### src/rtl/mmio_io_bridge_pkg.sv
// mmio_io_bridge_pkg
//   Shared definitions for the CPU I/O bridge: bus widths, I/O register
//   offsets inside the 16-word window, CTRL register bit positions and the
//   default debounce length.
package mmio_io_bridge_pkg;

    localparam int unsigned ADDR_W = 10;
    localparam int unsigned DATA_W = 16;

    localparam logic [15:0] DEBOUNCE_CYC_DEFAULT = 16'd50000;

    // Register offsets within the I/O window (cpu_addr[3:0]).
    typedef enum logic [3:0] {
        IO_DISP = 4'd0,
        IO_CTRL = 4'd1,
        IO_SW   = 4'd2,
        IO_BTN  = 4'd3,
        IO_TICK = 4'd4
    } io_off_e;

    // CTRL register layout.
    localparam int unsigned CTRL_BLANK_BIT = 0;
    localparam int unsigned CTRL_LED_LSB   = 1;
    localparam int unsigned CTRL_LED_W     = 5;

    // TICK advances once every 2**TICK_DIV_W cycles.
    localparam int unsigned TICK_DIV_W = 10;

endpackage

### src/rtl/mmio_io_bridge_if.sv
// mmio_io_bridge_if
//   CPU data bus plus the RAM side signals that the bridge sits between.
//   master : CPU/RAM environment (drives store strobe, address, data, RAM data)
//   slave  : the bridge (returns load data, qualified RAM store strobe)
//   cpu_write_en  store strobe, one cycle per store
//   cpu_addr      word address
//   cpu_wdata     store data
//   cpu_rdata     load data, valid one cycle after cpu_addr
//   ram_write_en  RAM store strobe, suppressed for I/O window hits
//   ram_rdata     registered RAM read data (1-cycle latency)
interface mmio_io_bridge_if;
    import mmio_io_bridge_pkg::*;

    logic              cpu_write_en;
    logic [ADDR_W-1:0] cpu_addr;
    logic [DATA_W-1:0] cpu_wdata;
    logic [DATA_W-1:0] cpu_rdata;
    logic              ram_write_en;
    logic [DATA_W-1:0] ram_rdata;

    modport master (
        output cpu_write_en, cpu_addr, cpu_wdata, ram_rdata,
        input  cpu_rdata, ram_write_en
    );

    modport slave (
        input  cpu_write_en, cpu_addr, cpu_wdata, ram_rdata,
        output cpu_rdata, ram_write_en
    );

endinterface

### src/rtl/mmio_io_bridge_input_debouncer.sv
// input_debouncer
//   One asynchronous input bit: 2-FF synchroniser followed by a debounce
//   counter. The debounced output only follows the synchronised input after
//   it has differed for DEBOUNCE_CYC consecutive cycles.
//   clk    system clock
//   reset  synchronous, active-high
//   raw    asynchronous input
//   deb    debounced output
module input_debouncer
    import mmio_io_bridge_pkg::*;
#(
    parameter logic [15:0] DEBOUNCE_CYC = DEBOUNCE_CYC_DEFAULT
) (
    input  logic clk,
    input  logic reset,
    input  logic raw,
    output logic deb
);

    logic        sync_a;
    logic        sync_b;
    logic [15:0] cnt;

    always_ff @(posedge clk) begin
        if (reset) begin
            sync_a <= 1'b0;
            sync_b <= 1'b0;
            cnt    <= '0;
            deb    <= 1'b0;
        end else begin
            sync_a <= raw;
            sync_b <= sync_a;
            // Any cycle where the input agrees with the output restarts the
            // count, so a glitch shorter than DEBOUNCE_CYC never gets through.
            if (sync_b == deb) begin
                cnt <= '0;
            end else if (cnt == DEBOUNCE_CYC - 16'd1) begin
                deb <= sync_b;
                cnt <= '0;
            end else begin
                cnt <= cnt + 16'd1;
            end
        end
    end

endmodule

### src/rtl/mmio_io_bridge.sv
// mmio_io_bridge
//   Decodes a 16-word I/O window at IO_BASE on the CPU data bus; every other
//   access passes through to the data RAM. Holds the display value, CTRL
//   (blank + LEDs), exposes debounced switches, sticky button events and a
//   free-running cycle/1024 tick counter. Loads from I/O and RAM share a
//   1-cycle latency.
//   clk, reset   system clock, synchronous active-high reset
//   bus          CPU/RAM bus (slave side)
//   sw_raw       asynchronous slide switches
//   btn_raw      asynchronous push buttons, 1 = pressed
//   disp_value   value for the four 7-segment digits
//   disp_blank   1 = all digits blanked
//   led_out      general LED register
module mmio_io_bridge
    import mmio_io_bridge_pkg::*;
#(
    parameter logic [9:0]  IO_BASE      = 10'h3F0,
    parameter logic [15:0] DEBOUNCE_CYC = DEBOUNCE_CYC_DEFAULT,
    parameter int unsigned NUM_SW       = 8,
    parameter int unsigned NUM_BTN      = 3
) (
    input  logic                  clk,
    input  logic                  reset,
    mmio_io_bridge_if.slave       bus,
    input  logic [NUM_SW-1:0]     sw_raw,
    input  logic [NUM_BTN-1:0]    btn_raw,
    output logic [15:0]           disp_value,
    output logic                  disp_blank,
    output logic [CTRL_LED_W-1:0] led_out
);

    logic                  io_hit;
    logic                  io_wr;
    logic [3:0]            addr_q;
    logic                  io_hit_q;
    logic                  rd_valid;
    logic [TICK_DIV_W-1:0] tick_pre;
    logic [15:0]           tick_cnt;
    logic [NUM_SW-1:0]     sw_deb;
    logic [NUM_BTN-1:0]    btn_deb;
    logic [NUM_BTN-1:0]    btn_prev;
    logic [NUM_BTN-1:0]    btn_rise;
    logic [NUM_BTN-1:0]    btn_evt;
    logic                  btn_rd_clr;
    logic [15:0]           io_rdata;

    assign io_hit           = (bus.cpu_addr[9:4] == IO_BASE[9:4]);
    assign io_wr            = bus.cpu_write_en & io_hit;
    assign bus.ram_write_en = bus.cpu_write_en & ~io_hit;

    for (genvar i = 0; i < int'(NUM_SW); i++) begin : g_sw
        input_debouncer #(.DEBOUNCE_CYC(DEBOUNCE_CYC)) u_deb (
            .clk   (clk),
            .reset (reset),
            .raw   (sw_raw[i]),
            .deb   (sw_deb[i])
        );
    end

    for (genvar i = 0; i < int'(NUM_BTN); i++) begin : g_btn
        input_debouncer #(.DEBOUNCE_CYC(DEBOUNCE_CYC)) u_deb (
            .clk   (clk),
            .reset (reset),
            .raw   (btn_raw[i]),
            .deb   (btn_deb[i])
        );
    end

    // Writable registers.
    always_ff @(posedge clk) begin
        if (reset) begin
            disp_value <= '0;
            disp_blank <= 1'b0;
            led_out    <= '0;
        end else if (io_wr) begin
            if (bus.cpu_addr[3:0] == IO_DISP) begin
                disp_value <= bus.cpu_wdata;
            end else if (bus.cpu_addr[3:0] == IO_CTRL) begin
                disp_blank <= bus.cpu_wdata[CTRL_BLANK_BIT];
                led_out    <= bus.cpu_wdata[CTRL_LED_LSB +: CTRL_LED_W];
            end
        end
    end

    // Load address pipeline. rd_valid holds cpu_rdata at zero for the cycle
    // following a reset edge, whatever the RAM is presenting.
    always_ff @(posedge clk) begin
        if (reset) begin
            addr_q   <= '0;
            io_hit_q <= 1'b0;
            rd_valid <= 1'b0;
        end else begin
            addr_q   <= bus.cpu_addr[3:0];
            io_hit_q <= io_hit;
            rd_valid <= 1'b1;
        end
    end

    always_ff @(posedge clk) begin
        if (reset) begin
            tick_pre <= '0;
            tick_cnt <= '0;
        end else begin
            tick_pre <= tick_pre + 1'b1;
            if (&tick_pre) begin
                tick_cnt <= tick_cnt + 16'd1;
            end
        end
    end

    assign btn_rise   = btn_deb & ~btn_prev;
    assign btn_rd_clr = rd_valid & io_hit_q & (addr_q == IO_BTN);

    // A BTN read returns every pending event, so the read clears them all;
    // an edge landing on the clearing cycle is OR-ed in afterwards and survives.
    always_ff @(posedge clk) begin
        if (reset) begin
            btn_prev <= '0;
            btn_evt  <= '0;
        end else begin
            btn_prev <= btn_deb;
            btn_evt  <= (btn_rd_clr ? '0 : btn_evt) | btn_rise;
        end
    end

    always_comb begin
        io_rdata = '0;
        case (addr_q)
            IO_DISP: io_rdata = disp_value;
            IO_CTRL: begin
                io_rdata[CTRL_BLANK_BIT]               = disp_blank;
                io_rdata[CTRL_LED_LSB +: CTRL_LED_W]   = led_out;
            end
            IO_SW:   io_rdata[NUM_SW-1:0]  = sw_deb;
            IO_BTN:  io_rdata[NUM_BTN-1:0] = btn_evt;
            IO_TICK: io_rdata = tick_cnt;
            default: io_rdata = '0;
        endcase
    end

    assign bus.cpu_rdata = !rd_valid ? '0 : (io_hit_q ? io_rdata : bus.ram_rdata);

endmodule

### src/flat_wrapper.sv
// flat-port wrapper written by rule: the top's interface ports become plain ports
module mmio_io_bridge_flat import mmio_io_bridge_pkg::*;
#(
    parameter logic [9:0]  IO_BASE      = 10'h3F0,
    parameter logic [15:0] DEBOUNCE_CYC = DEBOUNCE_CYC_DEFAULT,
    parameter int unsigned NUM_SW       = 8,
    parameter int unsigned NUM_BTN      = 3
)
  (clk, reset, sw_raw, btn_raw, disp_value, disp_blank, led_out, bus_cpu_write_en, bus_cpu_addr, bus_cpu_wdata, bus_ram_rdata, bus_cpu_rdata, bus_ram_write_en);
  mmio_io_bridge_if bus_i ();
  input  logic clk;
  input  logic reset;
  input  logic [NUM_SW-1:0] sw_raw;
  input  logic [NUM_BTN-1:0] btn_raw;
  output logic [15:0] disp_value;
  output logic disp_blank;
  output logic [CTRL_LED_W-1:0] led_out;
  input wire logic [$bits(bus_i.cpu_write_en)-1:0] bus_cpu_write_en;
  input wire logic [$bits(bus_i.cpu_addr)-1:0] bus_cpu_addr;
  input wire logic [$bits(bus_i.cpu_wdata)-1:0] bus_cpu_wdata;
  input wire logic [$bits(bus_i.ram_rdata)-1:0] bus_ram_rdata;
  output wire logic [$bits(bus_i.cpu_rdata)-1:0] bus_cpu_rdata;
  output wire logic [$bits(bus_i.ram_write_en)-1:0] bus_ram_write_en;
  assign bus_i.cpu_write_en = bus_cpu_write_en;
  assign bus_i.cpu_addr = bus_cpu_addr;
  assign bus_i.cpu_wdata = bus_cpu_wdata;
  assign bus_i.ram_rdata = bus_ram_rdata;
  assign bus_cpu_rdata = bus_i.cpu_rdata;
  assign bus_ram_write_en = bus_i.ram_write_en;
  mmio_io_bridge #(.IO_BASE(IO_BASE), .DEBOUNCE_CYC(DEBOUNCE_CYC), .NUM_SW(NUM_SW), .NUM_BTN(NUM_BTN)) u_core (.clk(clk), .reset(reset), .bus(bus_i), .sw_raw(sw_raw), .btn_raw(btn_raw), .disp_value(disp_value), .disp_blank(disp_blank), .led_out(led_out));
endmodule
### config.mk
export PLATFORM = sky130hd
export DESIGN_NAME = mmio_io_bridge_flat
export DESIGN_NICKNAME = d
export VERILOG_FILES = /design/src/rtl/mmio_io_bridge_pkg.sv /design/src/rtl/mmio_io_bridge_if.sv /design/src/rtl/mmio_io_bridge_input_debouncer.sv /design/src/rtl/mmio_io_bridge.sv /design/src/flat_wrapper.sv
export SDC_FILE = /design/constraint.sdc
export NUM_CORES = 1
export LEC_CHECK = 0
export ABC_AREA = 1
export CAP_MARGIN = 10
export CORE_MARGIN = 5
export CORE_UTILIZATION = 51
export CTS_CLUSTER_SIZE = 28
export DETAILED_ROUTE_END_ITERATION = 16
export PLACE_DENSITY = 0.8
export SETUP_SLACK_MARGIN = 0.4
export SLEW_MARGIN = 25
export SYNTH_ARGS = -nofsm -noshare
export SYNTH_HDL_FRONTEND = slang
export SYNTH_SLANG_ARGS = --single-unit
### constraint.sdc
create_clock -name clk -period 4.25 [get_ports clk]
set_input_delay 1.0625 -clock clk [delete_from_list [all_inputs] [get_ports clk]]
set_output_delay 1.0625 -clock clk [all_outputs]
set_load 0.005 [all_outputs]
# Word-level counts from Yosys, hierarchy flattened
# Index checks and enable logic that the tools add are counted.
[op_classes]
n_eq_ne = 28
n_bitwise = 20
mux = 8
reduce_logical = 27
n_addsub = 13
[ops]
columns = ["cell", "n"]
rows = [
  ["$add A16 B1 Y16 const B", 12],
  ["$eq A16 B16 Y1 const B", 11],
  ["$reduce_or A3 Y1", 11],
  ["$mux W16", 2],
  ["$reduce_and A2 Y1", 12],
  ["$pmux W8 S2", 1],
  ["$pmux W3 S5", 1],
  ["$not A1 Y1", 13],
  ["$pmux W3 S4", 1],
  ["$eq A1 B1 Y1", 11],
  ["$add A10 B1 Y10 const B", 1],
  ["$reduce_and A10 Y1", 1],
  ["$eq A4 B1 Y1 const B", 2],
  ["$eq A4 B2 Y1 const B", 2],
  ["$logic_not A4 Y1", 2],
  ["$eq A6 B6 Y1 const B", 1],
  ["$pmux W2 S3", 1],
  ["$and A1 B1 Y1", 4],
  ["$eq A4 B3 Y1 const B", 1],
  ["$and A3 B3 Y3", 1],
  ["$mux W3", 1],
  ["$not A3 Y3", 1],
  ["$or A3 B3 Y3", 1],
  ["$reduce_and A3 Y1", 1],
  ["$mux W1", 1],
]
[totals]
ff_bits = 269
elab_cells = 150

# Longest topological paths before layout
# Gate-level depths: netlist of run 1.
[logic_depth]
word_depth = 4
depth_mapped = 10
ltp_nobuf = 10

# By module
# Synthesis of run 1 repeated with hierarchy kept, for this count alone.
[unflattened]
cells_unflattened = 1966
area_unflattened_um2 = 13332.8
[by_module_without_submodules]
columns = ["module", "area_per_inst_um2", "cells_each", "n_inst"]
rows = [
  ["input_debouncer", 922.1, 132, 11],
  ["mmio_io_bridge", 3189.3, 514, 1],
]

# Worst setup path before layout of run 1
# Ideal clock, no wire load.
[synth_path]
path_type = "input -> output"
start = "in bus_ram_rdata[11]"
end = "out bus_cpu_rdata[11]"
n_path_buf = 0
arrival_time_ns = 1.378
cell_stages = 3
required_ns = 3.188
setup_slack_ns = 1.810
cell_sequence = "o21ai_0 -> a31o_2 -> inv_1"
[synth_between]
elab_chain_cells = 2
[synth_rtl]
columns = ["element", "line", "text"]
rows = [
  ["from (decl)", "flat_wrapper.sv:21", "input wire logic [$bits(bus_i.ram_rdata)-1:0] bus_ram_rdata;"],
  ["$mux W16 (2 in a row)", "mmio_io_bridge.sv:141", "assign bus.cpu_rdata = !rd_valid ? '0 : (io_hit_q ? io_rdata : bus.ram_rdata);"],
  ["to (decl)", "flat_wrapper.sv:22", "output wire logic [$bits(bus_i.cpu_rdata)-1:0] bus_cpu_rdata;"],
]
# Every way passes these cells.

# Worst setup path after layout of run 1
[layout_path]
start = "reg u_core.rd_valid"
end = "out bus_cpu_rdata[13]"
[layout_between]
elab_chain_cells = 1
[layout_rtl]
columns = ["element", "line", "text"]
rows = [
  ["from (decl)", "mmio_io_bridge.sv:36", "logic rd_valid;"],
  ["from (signal assigned)", "mmio_io_bridge.sv:91", "rd_valid <= 1'b0;"],
  ["from (signal assigned)", "mmio_io_bridge.sv:95", "rd_valid <= 1'b1;"],
  ["$mux W16", "mmio_io_bridge.sv:141", ""],
]
# Every way passes these cells.

==> results of run 1 <==
## cell families (layout without fill, tap and decap cells)
logic type / count (synthesis) / after routing / share of synthesized area [%]
and+or+nand+nor: 1083 / 1083 / 36.5
buffers and inverters: 284 / 403 / 8.97
DFF: 269 / 269 / 40.8
AOI/OAI and AO/OA: 195 / 195 / 8.73
xor gates and xnor gates: 56 / 56 / 3.72
adders and majority gates: 13 / 13 / 1.23
## power groups by stage
stage	combinational, W	clock (W)	sequential (W)
6_report	0.000179	0.00275	0.00255
4_1_cts	0.000180	0.00281	0.00255
5_1_grt	0.000198	0.00292	0.00256
3_3_place_gp	0.000175	0	0.00261
2_1_floorplan	0.0000904	0	0.00261
3_5_place_dp	0.000179	0	0.00261
## stage by stage
step / total power [W] / hold WS, ns
6_report: 0.00549 / 0.401
5_1_grt: 0.00568 / 0.419
4_1_cts: 0.00554 / 0.403
3_5_place_dp: 0.00279 / 0.394
3_3_place_gp: 0.00278 / 0.392
2_1_floorplan: 0.00270 / 0.388
## how the worst min path moves through the flow
| stage | startpoint | to | slack [ns] | cells after the start |
|---|---|---|---|---|
| final | u_core.g_btn[0].u_deb.sync_a | u_core.g_btn[0].u_deb.sync_b | 0.40 | 2 |
| after global routing | u_core.g_sw[4].u_deb.sync_a | u_core.g_sw[4].u_deb.sync_b | 0.42 | 2 |
| after CTS | u_core.g_btn[0].u_deb.sync_a | u_core.g_btn[0].u_deb.sync_b | 0.40 | 2 |
| after detailed placement | u_core.g_btn[0].u_deb.sync_a | u_core.g_btn[0].u_deb.sync_b | 0.39 | 2 |
| after global placement | u_core.g_sw[1].u_deb.sync_a | u_core.g_sw[1].u_deb.sync_b | 0.39 | 2 |
| after floorplan | u_core.g_btn[0].u_deb.sync_a | u_core.g_btn[0].u_deb.sync_b | 0.39 | 2 |
## metal layers
layer | routed length, µm | global-route usage, % | vias up
li1 | - | - | 6296
met1 | 13700 | 27.6 | 5603
met2 | 14200 | 36.1 | 333
met3 | 1960 | 3.51 | 64
met4 | 979 | 6.74 | 0
met5 | 0 | 0 | -
## registers in the layout, indices dropped and copies added (netlist names)
signal / flops
u_core.disp_blank: 1
u_core.led_out: 5
u_core.g_btn.u_deb.sync_b: 3
u_core.g_sw.u_deb.sync_a: 8
u_core.g_sw.u_deb.cnt: 128
u_core.addr_q: 4
u_core.tick_pre: 10
u_core.g_sw.u_deb.deb: 8
u_core.io_hit_q: 1
u_core.g_sw.u_deb.sync_b: 8
u_core.g_btn.u_deb.deb: 3
u_core.btn_prev: 3
u_core.btn_evt: 3
u_core.tick_cnt: 16
u_core.g_btn.u_deb.cnt: 48
u_core.g_btn.u_deb.sync_a: 3
u_core.disp_value: 16
u_core.rd_valid: 1
## cell type report
type	instances	area [µm²]	share of cell area, %
Clock inverter	17	269	1.75
Tap cell	330	413	2.68
Inverter	250	943	6.13
Sequential cell	269	5390	35.0
Multi-Input combinational cell	1347	6620	43.0
Clock buffer	36	782	5.08
Timing Repair Buffer	100	981	6.37
## worst max-delay path, stage by stage (launching register included)
cell and delay [ns]:
dfxtp_1 0.68, clkinvlp_4 0.48, nor2_1 0.19, o21ai_0 0.11, inv_1 0.08, clkdlybuf4s50_1 0.49
## cell usage in the layout (no fill, tap or decap), types with 8 or more instances in the layout
| cell type | instances |
|---|---|
| a21oi_1 | 98 |
| a21oi_2 | 26 |
| clkbuf_16 | 29 |
| clkdlybuf4s50_1 | 93 |
| clkinv_2 | 8 |
| dfxtp_1 | 269 |
| ha_1 | 13 |
| inv_1 | 242 |
| nand2_1 | 377 |
| nand2_2 | 15 |
| nand3_1 | 150 |
| nand4_1 | 67 |
| nor2_1 | 337 |
| nor2_2 | 13 |
| nor3_1 | 79 |
| nor3_2 | 8 |
| o21ai_0 | 40 |
| o21bai_1 | 12 |
| or2_2 | 9 |
| xnor2_1 | 19 |
| xor2_1 | 37 |
==> flow_metrics.py, run 1 <==
metrics = {
    "worst_hold_path": {
        "min_path_type": "reg2reg",
    },
    "clock_network": {
        "clkSinkCount": 269,
        "clkLatencyLatePin_ns": 0.55,
        "cts_resized": 0,
        "post-cts-setup-buffers": 0,
        "cts_root_buf": "clkbuf_16",
        "clk_pin_slew_ns": 0.06,
        "cts_tree": "done",
        "htreeDepth": 1,
        "hold_buffers": 0,
        "clockBufferDepth": 3,
        "cts-buffers-inserted": 29,
    },
    "cells_and_area": {
        "area_growth_pct": 16.7,
        "fillCellCount": 2283,
        "final_nets": 2066,
        "stdcell_count": 2349,
        "design_area_mm2": 0.0154,
        "drive_above_1_share_pct": 7.78,
        "post-route-util_pct": 60.8,
        "antenna_cells": 0,
    },
    "routing": {
        "antenna_left": 0,
        "vias_per_cell": 5.23,
        "vias": 12300,
        "drt_wl_total_um": 30900,
        "drt-initial-drc-count": 971,
        "wire_per_inst_um": 13.2,
        "remaining_drc_errors": 0,
        "firstDrtPassIters": 7,
    },
    "pwr": {
        "p_leak_nw": 5.27,
        "p_clk_share_pct": 50.2,
        "ir_drop_v": 0.000387,
        "switching_share_pct": 20.7,
        "pwr_density_cell_mw_per_mm2": 356,
        "comb_power_share_pct": 3.3,
        "p_switching_w": 0.00113,
        "p_int_w": 0.00435,
        "seq_power_share_pct": 46.6,
    },
    "placement": {
        "dp.cells": 2296,
        "dpl_cell_area_mm2": 0.0143,
        "place.gp.congestion": 0.916,
        "numPortBuffers": 94,
        "pre_cts_slack_ns": 0.814,
        "dpl.hpwl_um": 22700,
    },
    "worst_setup_path": {
        "worstSetupPathType": "reg2out",
        "r2r_end": "u_core.g_sw[4].u_deb.cnt[8]",
        "reg2regPathDepth": 6,
        "critical_path_arrival_ns": 2.57,
        "r2r_start": "u_core.g_sw[4].u_deb.cnt[0]",
        "end_kind": "output pin",
        "required_ns": 3.19,
        "worst-path-max-fanout": 9,
        "critPathLaunchType": "flip-flop",
        "r2r_slack_ns": 2.52,
        "cp-endpoint": "bus_cpu_rdata[13]",
        "cp-startpoint": "u_core.rd_valid",
    },
    "timing": {
        "min_period_ns": 3.63,
        "maxSlewViolCount": 0,
        "max_slew.worst_pin.slew_ns": 1.01,
        "fmax_mhz": 275,
        "timing_hold_violations_final": 0,
        "relSlewSlack_pct": 32.7,
        "setup_viol": 0,
        "fin_ws_ns": 0.618,
        "period_share_pct": 85.5,
        "rsz0062_at_grt": "false",
        "setup_tns_ns": 0,
        "clock_skew_ns": 0.0129,
    },
    "yosys": {
        "synth_top_cell_by_area": "dfxtp_1",
        "yosysWarningCount": 0,
        "synth_cell_types": 43,
        "synth_flop_cell": "dfxtp_1",
        "netlist.area_leader.share_pct": 40.8,
        "synth_area_per_cell_um2": 6.94,
        "synth_seq_cells": 269,
        "synth.area.top_cells": "dfxtp_1 41%, nand2_1 11%, nor2_1 9.6%",
        "synth-async-reset-ratio_pct": 0,
        "yosysMostFrequentCell": "nand2_1",
        "yosysSeqAreaShare_pct": 40.8,
        "synth_common_cells": "377 x nand2_1, 337 x nor2_1, 269 x dfxtp_1",
        "netlist_instances": 1900,
        "syn-cell-area_mm2": 0.0132,
        "syn_nets": 1969,
        "synth_edf_count": 0,
    },
    "die": {
        "die_area_mm2": 0.0292,
        "die_w_um": 171,
        "start_util_pct": 52.1,
        "die_h_um": 171,
        "coreArea_mm2": 0.0253,
        "io_pins": 95,
        "rows": 58,
    },
    "grt": {
        "grt_pass1_vias": 11500,
        "grt_antenna_before_repair": 0,
        "grt_pass1_wl_um": 52600,
        "grt_remaining_overflow": 0,
        "grt_max_degree": 46,
        "grt_usage_pct": 21.2,
    },
    "status": {
        "outcome": "complete, no violations",
    },
    "job": {
        "drv_cap": 0,
    },
}
(Power assumes the default switching activity.)
==> run 2, diff against run 1 <==
--- a/config.mk
+++ b/config.mk
@@ -9,11 +9,13 @@
 export CAP_MARGIN = 10
 export CORE_MARGIN = 5
 export CORE_UTILIZATION = 51
+export CTS_BUF_LIST = sky130_fd_sc_hd__clkbuf_4 sky130_fd_sc_hd__clkbuf_8
 export CTS_CLUSTER_SIZE = 28
 export DETAILED_ROUTE_END_ITERATION = 16
-export PLACE_DENSITY = 0.8
+export PLACE_DENSITY = 0.71
 export SETUP_SLACK_MARGIN = 0.4
 export SLEW_MARGIN = 25
 export SYNTH_ARGS = -nofsm -noshare
 export SYNTH_HDL_FRONTEND = slang
+export SYNTH_HIERARCHICAL = 1
 export SYNTH_SLANG_ARGS = --single-unit
==> run 2 against run 1 <==
  * Global-route usage fell by 1.5 points
  * Clock-buffer cell count increased by 37
  * Final area rose by 0.40%
  * Register-to-register slack better by 0.17 ns
  * Clock skew rose by 0.012 ns
  * Largest power group is now registers
==> flow_metrics.py, run 2 <==
metrics = {
    "grt": {
        "grt_usage_pct": 19.7,
        "grt_remaining_overflow": 0,
        "grt_max_degree": 51,
        "grt_antenna_before_repair": 0,
        "grt_pass1_wl_um": 49500,
        "grt_pass1_vias": 11200,
    },
    "yosys": {
        "synth_compound_area_share_pct": 6.18,
        "yosysWarningCount": 6,
        "synth_fa_ha_area_share_pct": 1.22,
        "synth_top_family_by_area": "simple AND/OR/NAND/NOR gates",
        "synth_common_cells": "481 x nand2_1, 361 x nor2_1, 269 x dfxtp_1, 269 x inv_1, 128 x nand3_1",
        "synth_edf_count": 0,
        "synth_cell_types": 33,
        "synthMuxAreaShare_pct": 0,
        "synth_xor_area_share_pct": 3.74,
        "yosysMostFrequentCell": "nand2_1",
        "syn-cell-area_mm2": 0.0133,
        "yosysSeqAreaShare_pct": 40.4,
        "synth.area.top_cells": "dfxtp_1 40%, nand2_1 14%, nor2_1 10%",
        "synth-async-reset-ratio_pct": 0,
        "netlist.area_leader.share_pct": 40.4,
        "synth_flop_cell": "dfxtp_1",
        "synth_top_cell_by_area": "dfxtp_1",
        "yosys.area_share.simple_pct": 38.9,
        "synth_area_per_cell_um2": 6.78,
        "syn_nets": 2035,
        "synth_seq_cells": 269,
        "netlist_instances": 1966,
    },
    "cells_and_area": {
        "final_common_cell": "nand2_1",
        "largest_register_ffs": 128,
        "biggestRegsByFlops": "u_core/g_sw.u_deb/cnt x128, u_core/g_btn.u_deb/cnt x48",
        "drive_above_1_share_pct": 10.1,
        "post-route-util_pct": 59.6,
        "most-common-layout-cells": "481 x nand2_1, 360 x nor2_1, 269 x inv_1, 269 x dfxtp_1, 128 x nand3_1",
        "antenna_cells": 0,
        "regMostFlops": "u_core/g_sw.u_deb/cnt",
        "final_nets": 2153,
        "area_growth_pct": 15.9,
        "design_area_mm2": 0.0155,
    },
    "die": {
        "die_area_mm2": 0.0295,
        "coreArea_mm2": 0.0259,
        "rows": 59,
        "die_h_um": 172,
        "io_pins": 95,
        "start_util_pct": 51.5,
        "die_w_um": 172,
    },
    "worst_setup_path": {
        "max_stage_delay_ns": 0.53,
        "cp_cell_sequence": "nor2_1 -> nand3_1 -> nand2_1 -> o21ai_0 -> a21oi_1 -> clkdlybuf4s50_1",
        "critPathLaunchType": "flip-flop",
        "worst-path-max-fanout": 11,
        "cpMaxStageDelayCell": "nor2_1",
        "required_ns": 3.19,
        "critical_path_arrival_ns": 2.53,
        "end_kind": "output pin",
        "worstSetupPathType": "reg2out",
    },
    "timing": {
        "min_period_ns": 3.59,
        "timing_hold_violations_final": 0,
        "clock_skew_ns": 0.0250,
        "rsz0062_at_grt": "false",
        "setup_viol": 0,
        "period_share_pct": 84.6,
        "whs_ns": 0.388,
        "setup_tns_ns": 0,
        "relSlewSlack_pct": 55.6,
        "max_slew.worst_pin.slew_ns": 0.663,
        "fmax_mhz": 278,
        "maxSlewViolCount": 0,
    },
    "pwr": {
        "ir_drop_v": 0.000244,
        "p_leak_nw": 5.64,
        "pwr_density_cell_mw_per_mm2": 330,
    },
    "placement": {
        "place.gp.congestion": 0.862,
        "dpl_cell_area_mm2": 0.0145,
        "dpl.hpwl_um": 21400,
        "numPortBuffers": 94,
    },
    "job": {
        "drv_cap": 0,
    },
    "routing": {
        "wire_per_inst_um": 12.0,
        "remaining_drc_errors": 0,
        "firstDrtPassIters": 6,
        "vias": 12100,
        "antenna_left": 0,
        "drt_wl_total_um": 29300,
        "drt-initial-drc-count": 689,
        "vias_per_cell": 4.93,
    },
    "clock_network": {
        "clkLatencyLatePin_ns": 0.56,
        "htreeDepth": 2,
        "clockBufferDepth": 3,
        "clk_pin_slew_ns": 0.06,
        "hold_buffers": 0,
        "cts_resized": 0,
        "clkSinkCount": 269,
        "cts_root_buf": "clkbuf_8",
        "cts_tree": "done",
        "cts-buffers-inserted": 46,
    },
    "worst_hold_path": {
        "min_path_type": "reg2reg",
    },
    "status": {
        "outcome": "complete, no violations",
    },
}
==> run 2: per-layer routing <==
layer  GRT usage [%]  vias to the layer above  wire length, µm
met5               0                        -                0
met4            4.55                        0              339
met3            3.93                       28             1720
met2            33.3                      237            13400
met1            26.1                     5457            13900
li1                -                     6372                -
==> run 2: worst paths after layout <==
kind,start,to,slack [ns],cells after the start
max reg2reg,u_core/tick_pre[0],u_core/tick_cnt[5],2.69,8
min,u_core/g_sw[2].u_deb/sync_a,u_core/g_sw[2].u_deb/sync_b,0.39,2
min reg2reg,u_core/g_sw[2].u_deb/sync_a,u_core/g_sw[2].u_deb/sync_b,0.39,2
max,u_core/addr_q[3],bus_cpu_rdata[5],0.66,6
==> run 2: cell type report <==
cell class / instances / area [µm²]
clock buffers: 73 / 898
clock inverters: 7 / 42.5
repair buffers: 100 / 981
flip-flops and latches: 269 / 5390
well taps: 335 / 419
fillers: 2478 / 10500
multi-input cells: 1385 / 6670
inverters: 282 / 1060
==> run 2: cell families (layout without fill, tap and decap cells) <==
kind of cell               count (synthesis)  after routing
adders and majority gates                 13             13
buffers and inverters                    312            462
DFF                                      269            269
and+or+nand+nor                         1162           1162
AOI/OAI and AO/OA                        153            153
xor gates and xnor gates                  57             57
==> run 2: through the flow <==
step           std cells  worst slack, ns  total power [W]
6_report            2451            0.656          0.00509
3_3_place_gp        2369            0.771          0.00279
2_1_floorplan       1966             1.79          0.00270
5_1_grt             2451            0.489          0.00532
4_1_cts             2449            0.454          0.00518
3_5_place_dp        2369            0.788          0.00279
==> run 2: power breakdown <==
group          total (W)  internal [W]  switching, W
clock network    0.00235       0.00134       0.00101
logic           0.000190     0.0000906     0.0000993
registers        0.00255       0.00254     0.0000111
==> run 2: critical path: cells and delay by family (launching register included) <==
family,cells,cell delay [ns]
buffers and inverters,1,0.53
DFF,1,0.33
and+or+nand+nor,3,0.76
AOI/OAI and AO/OA,2,0.36
==> run 2: what timing repair did <==
item | 4_1_cts | 5_1_grt
buffers inserted | 0 | 2
hold endpoints to repair | 0 | 0
setup endpoints to repair | 0 | 10
==> edit, RTL diff (config.mk and constraints of run 1) <==
`NUM_SW` is set to 8 in 2 places; all go to 9.
--- a/src/rtl/mmio_io_bridge.sv
+++ b/src/rtl/mmio_io_bridge.sv
@@ -17,5 +17,5 @@
     parameter logic [9:0]  IO_BASE      = 10'h3F0,
     parameter logic [15:0] DEBOUNCE_CYC = DEBOUNCE_CYC_DEFAULT,
-    parameter int unsigned NUM_SW       = 8,
+    parameter int unsigned NUM_SW       = 9,
     parameter int unsigned NUM_BTN      = 3
 ) (
--- a/src/flat_wrapper.sv
+++ b/src/flat_wrapper.sv
@@ -4,5 +4,5 @@
     parameter logic [9:0]  IO_BASE      = 10'h3F0,
     parameter logic [15:0] DEBOUNCE_CYC = DEBOUNCE_CYC_DEFAULT,
-    parameter int unsigned NUM_SW       = 8,
+    parameter int unsigned NUM_SW       = 9,
     parameter int unsigned NUM_BTN      = 3
 )
Ports: changed (resized sw_raw); port bits go from 95 to 96. The function was not compared with the original's and may differ.
==> edit against run 1 <==
Critical endpoint is now bus_cpu_rdata[15]; synthesized area increased by 7.5%; design area increased by 7.5%; critical path depth increased by 2; sequential cell count increased by 19; wire length increased by 6.0%; clock power increased by 11%; worst setup slack improved by 0.017 ns; register-to-register slack got worse by 0.16 ns; total power increased by 8.6%.
==> edit: results (changes against run 1) <==
metric,value,unit,change
status,"complete, no violations",,
synth_adder_area_share,1.24,%,+0.0023 points
multi_input_area_share,42.7,%,-0.33 points
fillers,2531,,+11%
inv_count,292,,+17%
placed_cell_area,15400,sq um,+7.2%
hold_slack,0.409,ns,+0.00803 ns
reg2regPathDepth,8,,+2
dp_cells,2522,,+9.8%
hold_start,u_core.g_sw[3].u_deb.sync_a,,
buf_share,5.90,%,-0.48 points
ys_seq_area_share,40.7,%,-0.16 points
num_vias,13200,,+7.5%
synth_cells,2080,,+9.5%
drive_gt1_share,7.50,%,-0.28 points
synthXorXnorAreaFrac,3.21,%,-0.51 points
final-clk-cell-share,7.11,%,+0.29 points
synthTopCellsByArea,"dfxtp_1 41%, nand2_1 12%, nor2_1 9.1%, inv_1 7.4%, nand3_1 5.9%",,
cts_buffers,31,,+6.9%
stdcell_area,16500,sq um,+7.5%
drt_pass1_iterations,5,,-2
reg2reg_from,u_core.tick_pre[0],,
fin_nets,2248,,+8.8%
grt_pass1_wl,55.4,mm,+5.4%
synthTopCellsByCount,"453 x nand2_1, 344 x nor2_1, 288 x dfxtp_1",,
edit: cell types whose count changed after synthesis, moves of 10 or more:
cell,before,now
nand2_1,377,453
inv_1,242,280
a21oi_1,98,129
dfxtp_1,269,288
nand3_1,150,166
a21oi_2,26,13
nor2_2,13,26
o21bai_1,12,1
nand4_1,67,77
edit: report_power, final:
part           internal [mW]  switching, mW  total (mW)
registers               2.72         0.0158        2.73
logic                 0.0891         0.0977       0.187
clock network           1.91           1.13        3.04
total                   4.72           1.24        5.96
edit: layer usage:
metal	vias to the layer above	track usage, %	share of wire (%)
li1	6832	-	-
met1	6015	25.5	44
met2	301	36.3	48
met3	66	3.48	5.2
met4	0	6.32	2.8
met5	-	0	0
edit: critical path: stages, from the launching register on:
cell	delay (ns)
dfxtp_1	0.34
nor2_2	0.35
nand2_1	0.12
inv_2	0.26
nand2_1	0.09
a31o_2	0.24
inv_1	0.06
clkdlybuf4s50_1	0.53
